<file path="config.mk">
export PLATFORM = sky130hd
export DESIGN_NAME = uart_rx_fifo
export DESIGN_NICKNAME = d
export VERILOG_FILES = /design/src/rtl/uart_pkg.sv /design/src/rtl/uart_rx_fifo_sync_fifo.sv /design/src/rtl/uart_rx_fifo.sv
export SDC_FILE = /design/constraint.sdc
export NUM_CORES = 1
export LEC_CHECK = 0
export CAP_MARGIN = 0
export CORE_MARGIN = 2
export CORE_UTILIZATION = 51
export DETAILED_ROUTE_END_ITERATION = 8
export PLACE_DENSITY = 0.7
export SLEW_MARGIN = 30
export SYNTH_ARGS = -nofsm -noshare
export SYNTH_HDL_FRONTEND = slang
export SYNTH_SLANG_ARGS = --single-unit
</file>
<file path="constraint.sdc">
create_clock -name clk -period 2.1 [get_ports clk]
set_clock_uncertainty 0.05 [all_clocks]
set_input_delay 0.525 -clock clk [delete_from_list [all_inputs] [get_ports clk]]
set_output_delay 0.525 -clock clk [all_outputs]
set_load 0.005 [all_outputs]
</file>
<file path="src/rtl/uart_pkg.sv">
// Shared types for the UART receive path.
//   rx_state_t      : receiver FSM states
//   PAR_MODE_*      : parity sense of the parity bit
//   rx_flags_t      : per-frame error flags stored alongside the payload
//   parity_mismatch : parity check on a pre-reduced data XOR
package uart_pkg;

    typedef enum logic [2:0] {
        ST_IDLE      = 3'd0,
        ST_START     = 3'd1,
        ST_DATA      = 3'd2,
        ST_PARITY    = 3'd3,
        ST_STOP      = 3'd4,
        ST_WAIT_IDLE = 3'd5
    } rx_state_t;

    localparam logic PAR_MODE_EVEN = 1'b0;
    localparam logic PAR_MODE_ODD  = 1'b1;

    // The payload width is a module parameter, so the full entry struct is
    // declared locally in uart_rx_fifo; only the fixed flag part lives here.
    typedef struct packed {
        logic frame_err;
        logic parity_err;
    } rx_flags_t;

    // data_xor is the XOR of all payload bits. Even parity expects an overall
    // XOR (data plus parity bit) of 0, odd parity expects 1.
    function automatic logic parity_mismatch(input logic data_xor,
                                             input logic par_bit,
                                             input logic odd_mode);
        return (data_xor ^ par_bit) != odd_mode;
    endfunction

endpackage

</file>
<file path="src/rtl/uart_rx_fifo_sync_fifo.sv">
// sync_fifo: first-word-fall-through FIFO with occupancy count.
//   clk, reset    : clock, asynchronous active-low reset
//   push, push_data : write request and data; ignored when full unless a
//                   pop happens in the same cycle
//   pop           : read request; ignored when empty
//   head          : entry at the read pointer, all zeros when empty
//   empty, full   : occupancy flags
//   count         : entries held, 0..DEPTH
module sync_fifo #(
    parameter int WIDTH = 8,
    parameter int DEPTH = 4
) (
    input  logic                     clk,
    input  logic                     reset,
    input  logic                     push,
    input  logic [WIDTH-1:0]         push_data,
    input  logic                     pop,
    output logic [WIDTH-1:0]         head,
    output logic                     empty,
    output logic                     full,
    output logic [$clog2(DEPTH):0]   count
);

    localparam int PTR_W = $clog2(DEPTH);
    localparam logic [PTR_W:0] FULL_CNT = DEPTH[PTR_W:0];

    logic [WIDTH-1:0] mem [DEPTH];
    logic [PTR_W-1:0] wr_ptr;
    logic [PTR_W-1:0] rd_ptr;
    logic             pop_ok;
    logic             push_ok;

    assign empty   = (count == '0);
    assign full    = (count == FULL_CNT);
    assign pop_ok  = pop && !empty;
    // A pop in the same cycle frees the slot, so a push into a full FIFO
    // still succeeds then.
    assign push_ok = push && (!full || pop_ok);

    assign head = empty ? '0 : mem[rd_ptr];

    always_ff @(posedge clk or negedge reset) begin
        if (!reset) begin
            wr_ptr <= '0;
            rd_ptr <= '0;
            count  <= '0;
        end else begin
            if (push_ok) wr_ptr <= wr_ptr + PTR_W'(1);
            if (pop_ok)  rd_ptr <= rd_ptr + PTR_W'(1);
            case ({push_ok, pop_ok})
                2'b10:   count <= count + (PTR_W+1)'(1);
                2'b01:   count <= count - (PTR_W+1)'(1);
                default: count <= count;
            endcase
        end
    end

    // Storage needs no reset: the head is masked to zero while empty.
    always_ff @(posedge clk) begin
        if (push_ok) mem[wr_ptr] <= push_data;
    end

endmodule

</file>
<file path="src/rtl/uart_rx_fifo.sv">
// uart_rx_fifo: oversampling UART receiver feeding a FWFT FIFO.
//   clk        : system clock
//   reset      : asynchronous active-low reset
//   baud_tick  : one-clk enable at OVERSAMPLE x baud rate
//   RxD        : serial line, idle high, asynchronous to clk
//   rd_en      : pop the FIFO head (ignored when RDA is low)
//   clr_err    : clear sticky overrun
//   rx_data    : head payload, 0 when empty
//   frame_err  : head entry had a low stop sample
//   parity_err : head entry failed parity
//   RDA        : FIFO not empty
//   fifo_count : entries held
//   overrun    : sticky, a frame was dropped because the FIFO was full
//
// state        | meaning
// -------------+-----------------------------------------------------------
// ST_IDLE      | line idle, looking for a low sample on a tick
// ST_START     | half-bit wait, then confirm the start bit is still low
// ST_DATA      | sample DATA_BITS payload bits, LSB first, one per bit time
// ST_PARITY    | sample the parity bit
// ST_STOP      | sample STOP_BITS stop bits; push entry on the last one
// ST_WAIT_IDLE | last stop sample was low (break); wait for line high
module uart_rx_fifo
    import uart_pkg::*;
#(
    parameter int DATA_BITS  = 8,
    parameter int OVERSAMPLE = 16,
    parameter int PARITY_EN  = 0,
    parameter int PARITY_ODD = 0,
    parameter int STOP_BITS  = 1,
    parameter int FIFO_DEPTH = 4
) (
    input  logic                          clk,
    input  logic                          reset,
    input  logic                          baud_tick,
    input  logic                          RxD,
    input  logic                          rd_en,
    input  logic                          clr_err,
    output logic [DATA_BITS-1:0]          rx_data,
    output logic                          frame_err,
    output logic                          parity_err,
    output logic                          RDA,
    output logic [$clog2(FIFO_DEPTH):0]   fifo_count,
    output logic                          overrun
);

    localparam int CNT_W = $clog2(OVERSAMPLE);
    localparam int BIT_W = $clog2(DATA_BITS);
    localparam logic [CNT_W-1:0] CNT_LAST  = CNT_W'(OVERSAMPLE - 1);
    localparam logic [CNT_W-1:0] HALF_LAST = CNT_W'(OVERSAMPLE / 2 - 1);
    localparam logic [BIT_W-1:0] BIT_LAST  = BIT_W'(DATA_BITS - 1);
    localparam bit   HAS_PARITY = (PARITY_EN != 0);
    localparam bit   TWO_STOP   = (STOP_BITS == 2);
    localparam logic ODD_MODE   = (PARITY_ODD != 0) ? PAR_MODE_ODD : PAR_MODE_EVEN;

    typedef struct packed {
        logic [DATA_BITS-1:0] data;
        rx_flags_t            flags;
    } rx_entry_t;

    logic                 rxd_meta;
    logic                 rxd_sync;
    rx_state_t            state;
    logic [CNT_W-1:0]     tick_cnt;
    logic [BIT_W-1:0]     bit_idx;
    logic                 stop_idx;
    logic [DATA_BITS-1:0] shift_reg;
    logic                 frame_err_r;
    logic                 parity_err_r;
    logic                 sample_now;
    logic                 last_stop;
    logic                 push;
    logic                 pop;
    rx_entry_t            push_entry;
    rx_entry_t            head_entry;
    logic                 fifo_empty;
    logic                 fifo_full;

    always_ff @(posedge clk or negedge reset) begin
        if (!reset) begin
            rxd_meta <= 1'b1;
            rxd_sync <= 1'b1;
        end else begin
            rxd_meta <= RxD;
            rxd_sync <= rxd_meta;
        end
    end

    // Mid-bit sample point for data, parity and stop bits.
    assign sample_now = baud_tick && (tick_cnt == CNT_LAST);
    assign last_stop  = !TWO_STOP || stop_idx;
    assign push       = (state == ST_STOP) && sample_now && last_stop;
    assign pop        = rd_en && RDA;

    always_comb begin
        push_entry                  = '0;
        push_entry.data             = shift_reg;
        // Fold the final stop sample in directly; the register only holds
        // earlier stop samples.
        push_entry.flags.frame_err  = frame_err_r | ~rxd_sync;
        push_entry.flags.parity_err = parity_err_r;
    end

    always_ff @(posedge clk or negedge reset) begin
        if (!reset) begin
            state        <= ST_IDLE;
            tick_cnt     <= '0;
            bit_idx      <= '0;
            stop_idx     <= 1'b0;
            shift_reg    <= '0;
            frame_err_r  <= 1'b0;
            parity_err_r <= 1'b0;
        end else begin
            case (state)
                ST_IDLE: begin
                    if (baud_tick && !rxd_sync) begin
                        state    <= ST_START;
                        tick_cnt <= '0;
                    end
                end
                ST_START: begin
                    if (baud_tick) begin
                        if (tick_cnt == HALF_LAST) begin
                            tick_cnt <= '0;
                            if (!rxd_sync) begin
                                state        <= ST_DATA;
                                bit_idx      <= '0;
                                stop_idx     <= 1'b0;
                                frame_err_r  <= 1'b0;
                                parity_err_r <= 1'b0;
                            end else begin
                                state <= ST_IDLE;
                            end
                        end else begin
                            tick_cnt <= tick_cnt + CNT_W'(1);
                        end
                    end
                end
                ST_DATA: begin
                    if (baud_tick) begin
                        if (sample_now) begin
                            tick_cnt  <= '0;
                            shift_reg <= {rxd_sync, shift_reg[DATA_BITS-1:1]};
                            if (bit_idx == BIT_LAST) begin
                                state <= HAS_PARITY ? ST_PARITY : ST_STOP;
                            end else begin
                                bit_idx <= bit_idx + BIT_W'(1);
                            end
                        end else begin
                            tick_cnt <= tick_cnt + CNT_W'(1);
                        end
                    end
                end
                ST_PARITY: begin
                    if (baud_tick) begin
                        if (sample_now) begin
                            tick_cnt     <= '0;
                            parity_err_r <= parity_mismatch(^shift_reg, rxd_sync, ODD_MODE);
                            state        <= ST_STOP;
                        end else begin
                            tick_cnt <= tick_cnt + CNT_W'(1);
                        end
                    end
                end
                ST_STOP: begin
                    if (baud_tick) begin
                        if (sample_now) begin
                            tick_cnt <= '0;
                            if (!rxd_sync) frame_err_r <= 1'b1;
                            if (last_stop) begin
                                state <= rxd_sync ? ST_IDLE : ST_WAIT_IDLE;
                            end else begin
                                stop_idx <= 1'b1;
                            end
                        end else begin
                            tick_cnt <= tick_cnt + CNT_W'(1);
                        end
                    end
                end
                ST_WAIT_IDLE: begin
                    if (rxd_sync) state <= ST_IDLE;
                end
                default: state <= ST_IDLE;
            endcase
        end
    end

    // A new overrun has priority over a same-cycle clear.
    always_ff @(posedge clk or negedge reset) begin
        if (!reset) begin
            overrun <= 1'b0;
        end else if (push && fifo_full && !pop) begin
            overrun <= 1'b1;
        end else if (clr_err) begin
            overrun <= 1'b0;
        end
    end

    sync_fifo #(
        .WIDTH ($bits(rx_entry_t)),
        .DEPTH (FIFO_DEPTH)
    ) u_fifo (
        .clk       (clk),
        .reset     (reset),
        .push      (push),
        .push_data (push_entry),
        .pop       (pop),
        .head      (head_entry),
        .empty     (fifo_empty),
        .full      (fifo_full),
        .count     (fifo_count)
    );

    assign RDA        = !fifo_empty;
    assign rx_data    = head_entry.data;
    assign frame_err  = head_entry.flags.frame_err;
    assign parity_err = head_entry.flags.parity_err;

endmodule

</file>
==> impl.org <==
** Run status
- Outcome :: finished, violations left
- Violated checks :: setup timing

** Min path
- Hold Path Origin :: rxd_meta
- WHS Endpoint :: rxd_sync
- Along the worst hold path, the cell count comes to 0.
- Kind of path behind the tightest hold check :: reg -> reg

** Floorplan
- The floorplan step defined a die boundary enclosing between 0.007 and 0.008 mm^2.
- Row generation in the floorplan step produced 29 rows.
- The die is 84.9 um tall.
- Area of the placeable core :: 0.00635 mm^2
- Horizontal die dimension :: 84.9 um
- Number of top-level design ports :: 21
- Once the floorplan was initialized, standard cells occupied 52.6% of the core.

** Routing
- Dividing the detail-routed wire length by the instance count gives 17.7 um.
- Total via count in the routed design :: 2,166
- Total length of routed wires :: 6630 um
- Post-DR vias/cell :: 5.78
- The detail route stage leaves a number of antenna-violating nets equal to 0.
- TritonRoute pass-1 iters :: 4
- In this run, the number of DRC markers left after iteration 0 of detailed routing was 83.
- For this run, design rule violations remaining after detail routing come to 0.

** Clock tree
- The clock passes through at most 2 buffers.
- After clock tree synthesis, the flow added hold-fix buffers numbering 0.
- TritonCTS clock tree :: done
- Clock-pin slew was measured on the worst setup and hold paths at 80 ps.
- Count of H-tree levels built during CTS :: 3
- The tree built by TritonCTS fans out to 70 sinks.
- CTS placed an instance of sky130_fd_sc_hd__clkbuf_8 at the clock tree root.
- Clock tree synthesis inserted a total of 9 buffers.
- The clock reaches the later pin of the worst-skew pair after 340 ps.

** Critical path
- The startpoint identified for the worst register-to-register timing path is u_fifo.count[0].
- STA classifies the critical path startpoint as a register.
- The worst register-to-register path ends at u_fifo.count[2].
- Logic depth of the worst register-to-register path :: 8
- The worst register-to-register path has a setup slack of -20 ps.
- Cell with the largest stage delay on the worst path :: sky130_fd_sc_hd__mux4_2
- The critical path goes through buf_6 -> mux4_2 -> and2_4 -> buf_6.
- STA puts the critical path data required time at 1520 ps.
- Of all nets on the critical path, the largest fanout is 6.
- Category of the critical setup timing path :: reg -> out
- Critical path endpoint category :: output pin
- Data arrival at the endpoint of the critical path :: 1660 ps
- Critical path's most frequent cell :: sky130_fd_sc_hd__buf_6
- On the worst path, the slowest cell contributes a delay of 510 ps.

** Power
- The design draws 4.84 mW.
- Cell area power density :: around 1100 mW/mm^2
- Summed over all cells, the static leakage comes to 1.70 nW.
- The worst-case IR drop observed on VDD is around 0.00090 V.

** Place
- Before CTS, the worst setup slack after placement is -365 ps.
- Input and output buffers added on the ports amount to 20.
- Summed over all nets, the half-perimeter wirelength after detailed placement is between 4000 and 5000 um.
- GP Congestion :: 0.825

** Layout
- Of the cells placed in the final design, the portion with a size suffix greater than 1 is 38.9%.
- Most common cell after layout, fill and taps aside :: sky130_fd_sc_hd__edfxtp_1
- The repair_antennas step left the layout with diodes totalling 0.
- The register with the most flip-flops in the layout has 40 of them.
- Fill cell instance count of the final layout :: 455
- In the layout the commonest cells are 40 x sky130_fd_sc_hd__edfxtp_1, 32 x sky130_fd_sc_hd__buf_4, 28 x sky130_fd_sc_hd__dfrtp_1.
- Compared with the post-synthesis result, the final layout area differs by 26.5%.
- At the end of the flow the core is filled with cells to 66.5%.
- The net count of the finished layout is 307.

** GRT
- Met2 track utilization from global routing :: about 34%
- Via count of the first global-routing pass :: between 2,000 and 2,500
- Entering global routing, the biggest net connects 31 pins.
- In the global route stage, met1 resource usage came out at 25.5%.
- Number of antenna violations at the first check in global routing :: 0
- Across every metal layer, demand over resource in global routing totals 20.4%.
- The first global-routing pass estimated 11,200 um of wire.
- Most used routing layer in global routing :: met2
- Summed over all layers, the global routing overflow is 0.
- Global routing usage on met3 :: under 10%

** STA
- Setup repair after global routing could not meet its margin everywhere.
- Hold timing on the final database bottoms out at a slack of 308 ps.
- Slew @ Worst Pin :: 418 ps
- After layout, the worst setup slack is -133 ps.
- Final setup fails :: 11
- Measured against its own limit, the worst slew margin works out to 71.4%.
- Static timing analysis puts the maximum clock frequency at around 450 MHz.
- Fin crit period :: approximately 2200 ps
- Final Max Slew Viols :: 0
- Hold violation total from the final report :: 0
- Fin Setup TNS :: -1080 ps
- The worst path uses 106% of the clock period.

** Synthesis
- Dividing the synthesized area by the synthesized cell count gives 14.3 um^2.
- In the synthesized netlist the async set-or-reset flop fraction comes to 42.9%.
- The synthesized netlist contains 58 unique library cells.
- Most common flop cell mapped by yosys :: sky130_fd_sc_hd__edfxtp_1
- Post-synthesis sequential area ratio :: 58.5%
- The cell count after synthesis came out at 234.
- When the netlist entered floorplanning its net count stood at ~250.
- Number of synthesized register bits :: 70
- Combined area of all synthesized cells :: 0.00334 mm^2
- Counting flops with a built-in enable in the synthesized netlist gives 40.
- Number of warning messages in the yosys log :: 0

** Job
- Max-cap violations in this run came to 0.
-- per-stage QoR --
stage	area, um^2	std cells
floorplan	3370	234
global placement	3930	354
detailed placement	3930	354
CTS	4210	376
global route	4230	375
finish	4230	375
-- kinds of logic (layout without fill, tap and decap cells) --
family	count (synthesis)	count (layout)	share of synthesized area, %
multiplexers	21	21	10.4
buffers and inverters	19	83	2.51
XOR/XNOR	11	11	3.30
AO/OA/AOI/OAI	41	41	9.85
adder cells (fa/ha/maj)	8	8	3.22
AND/OR/NAND/NOR	64	64	12.2
flip-flops	70	70	58.5
-- metal layers --
metal	up-vias	wire, um
li1	1020	-
met1	1091	2770
met2	51	3540
met3	4	266
met4	0	59
met5	-	0
-- synth_stat cells, types with 3 or more instances --
| master | n | area, um^2 |
|---|---|---|
| sky130_fd_sc_hd__nor3_1 | 5 | 25.0 |
| sky130_fd_sc_hd__inv_1 | 6 | 22.5 |
| sky130_fd_sc_hd__nor2_1 | 5 | 18.8 |
| sky130_fd_sc_hd__clkbuf_1 | 5 | 18.8 |
| sky130_fd_sc_hd__nand2b_1 | 4 | 25.0 |
| sky130_fd_sc_hd__a21oi_1 | 3 | 15.0 |
| sky130_fd_sc_hd__dfrtp_1 | 28 | 701 |
| sky130_fd_sc_hd__nand2_1 | 5 | 18.8 |
| sky130_fd_sc_hd__o211ai_1 | 5 | 37.5 |
| sky130_fd_sc_hd__nor4_1 | 3 | 18.8 |
| sky130_fd_sc_hd__nand3_1 | 6 | 30.0 |
| sky130_fd_sc_hd__xnor2_1 | 7 | 61.3 |
| sky130_fd_sc_hd__a22o_1 | 3 | 26.3 |
| sky130_fd_sc_hd__a2111oi_0 | 3 | 26.3 |
| sky130_fd_sc_hd__o21ai_0 | 6 | 30.0 |
| sky130_fd_sc_hd__xor2_1 | 3 | 26.3 |
| sky130_fd_sc_hd__mux4_2 | 10 | 225 |
| sky130_fd_sc_hd__buf_2 | 6 | 30.0 |
| sky130_fd_sc_hd__ha_1 | 7 | 87.6 |
| sky130_fd_sc_hd__edfxtp_1 | 40 | 1200 |
| sky130_fd_sc_hd__and2_1 | 16 | 100 |
| sky130_fd_sc_hd__mux2_2 | 10 | 113 |
| sky130_fd_sc_hd__nor2b_1 | 3 | 18.8 |
-- critical path: cells and delay by family (launching register included) --
kind / cells / cell delay (ps)
mux: 1 / 510
flops: 1 / 380
buf+inv: 2 / 260
simple gates: 1 / 160
-- layout make-up --
| cell class | count | area [um^2] | area share [%] |
|---|---|---|---|
| Clock buffer | 9 | 124 | 2.93 |
| Sequential cell | 70 | 1950 | 46.3 |
| Multi-Input combinational cell | 145 | 1370 | 32.5 |
| Tap cell | 77 | 96.3 | 2.28 |
| Inverter | 6 | 22.5 | 0.533 |
| Timing Repair Buffer | 61 | 594 | 14.1 |
| Clock inverter | 7 | 62.6 | 1.48 |
-- how the worst max path moves through the flow --
| stage | from | endpoint |
|---|---|---|
| global placement | baud_tick | u_fifo.count[2] |
| floorplan | state[1] | u_fifo.count[2] |
| finish | u_fifo.rd_ptr[0] | rx_data[5] |
| detailed placement | baud_tick | u_fifo.mem[3][4] |
| CTS | u_fifo.rd_ptr[0] | rx_data[5] |
| global route | u_fifo.rd_ptr[0] | rx_data[5] |
-- where the power goes --
| group | switching [mW] | internal, mW | total [mW] | leakage (nW) |
|---|---|---|---|---|
| Clock | 0.558 | 0.453 | 1.01 | 0.0927 |
| Combinational | 0.892 | 1.24 | 2.14 | 0.880 |
| Sequential | 0.117 | 1.58 | 1.70 | 0.722 |
| Total | 1.57 | 3.28 | 4.84 | 1.70 |
-- what timing repair did --
action,in CTS,in global routing
pin swaps,11,1
setup endpoints to repair,12,54
setup buffers,4,1
cloned,2,0
gates resized for setup,60,15
No activity file was read; power rests on OpenSTA's default activity.
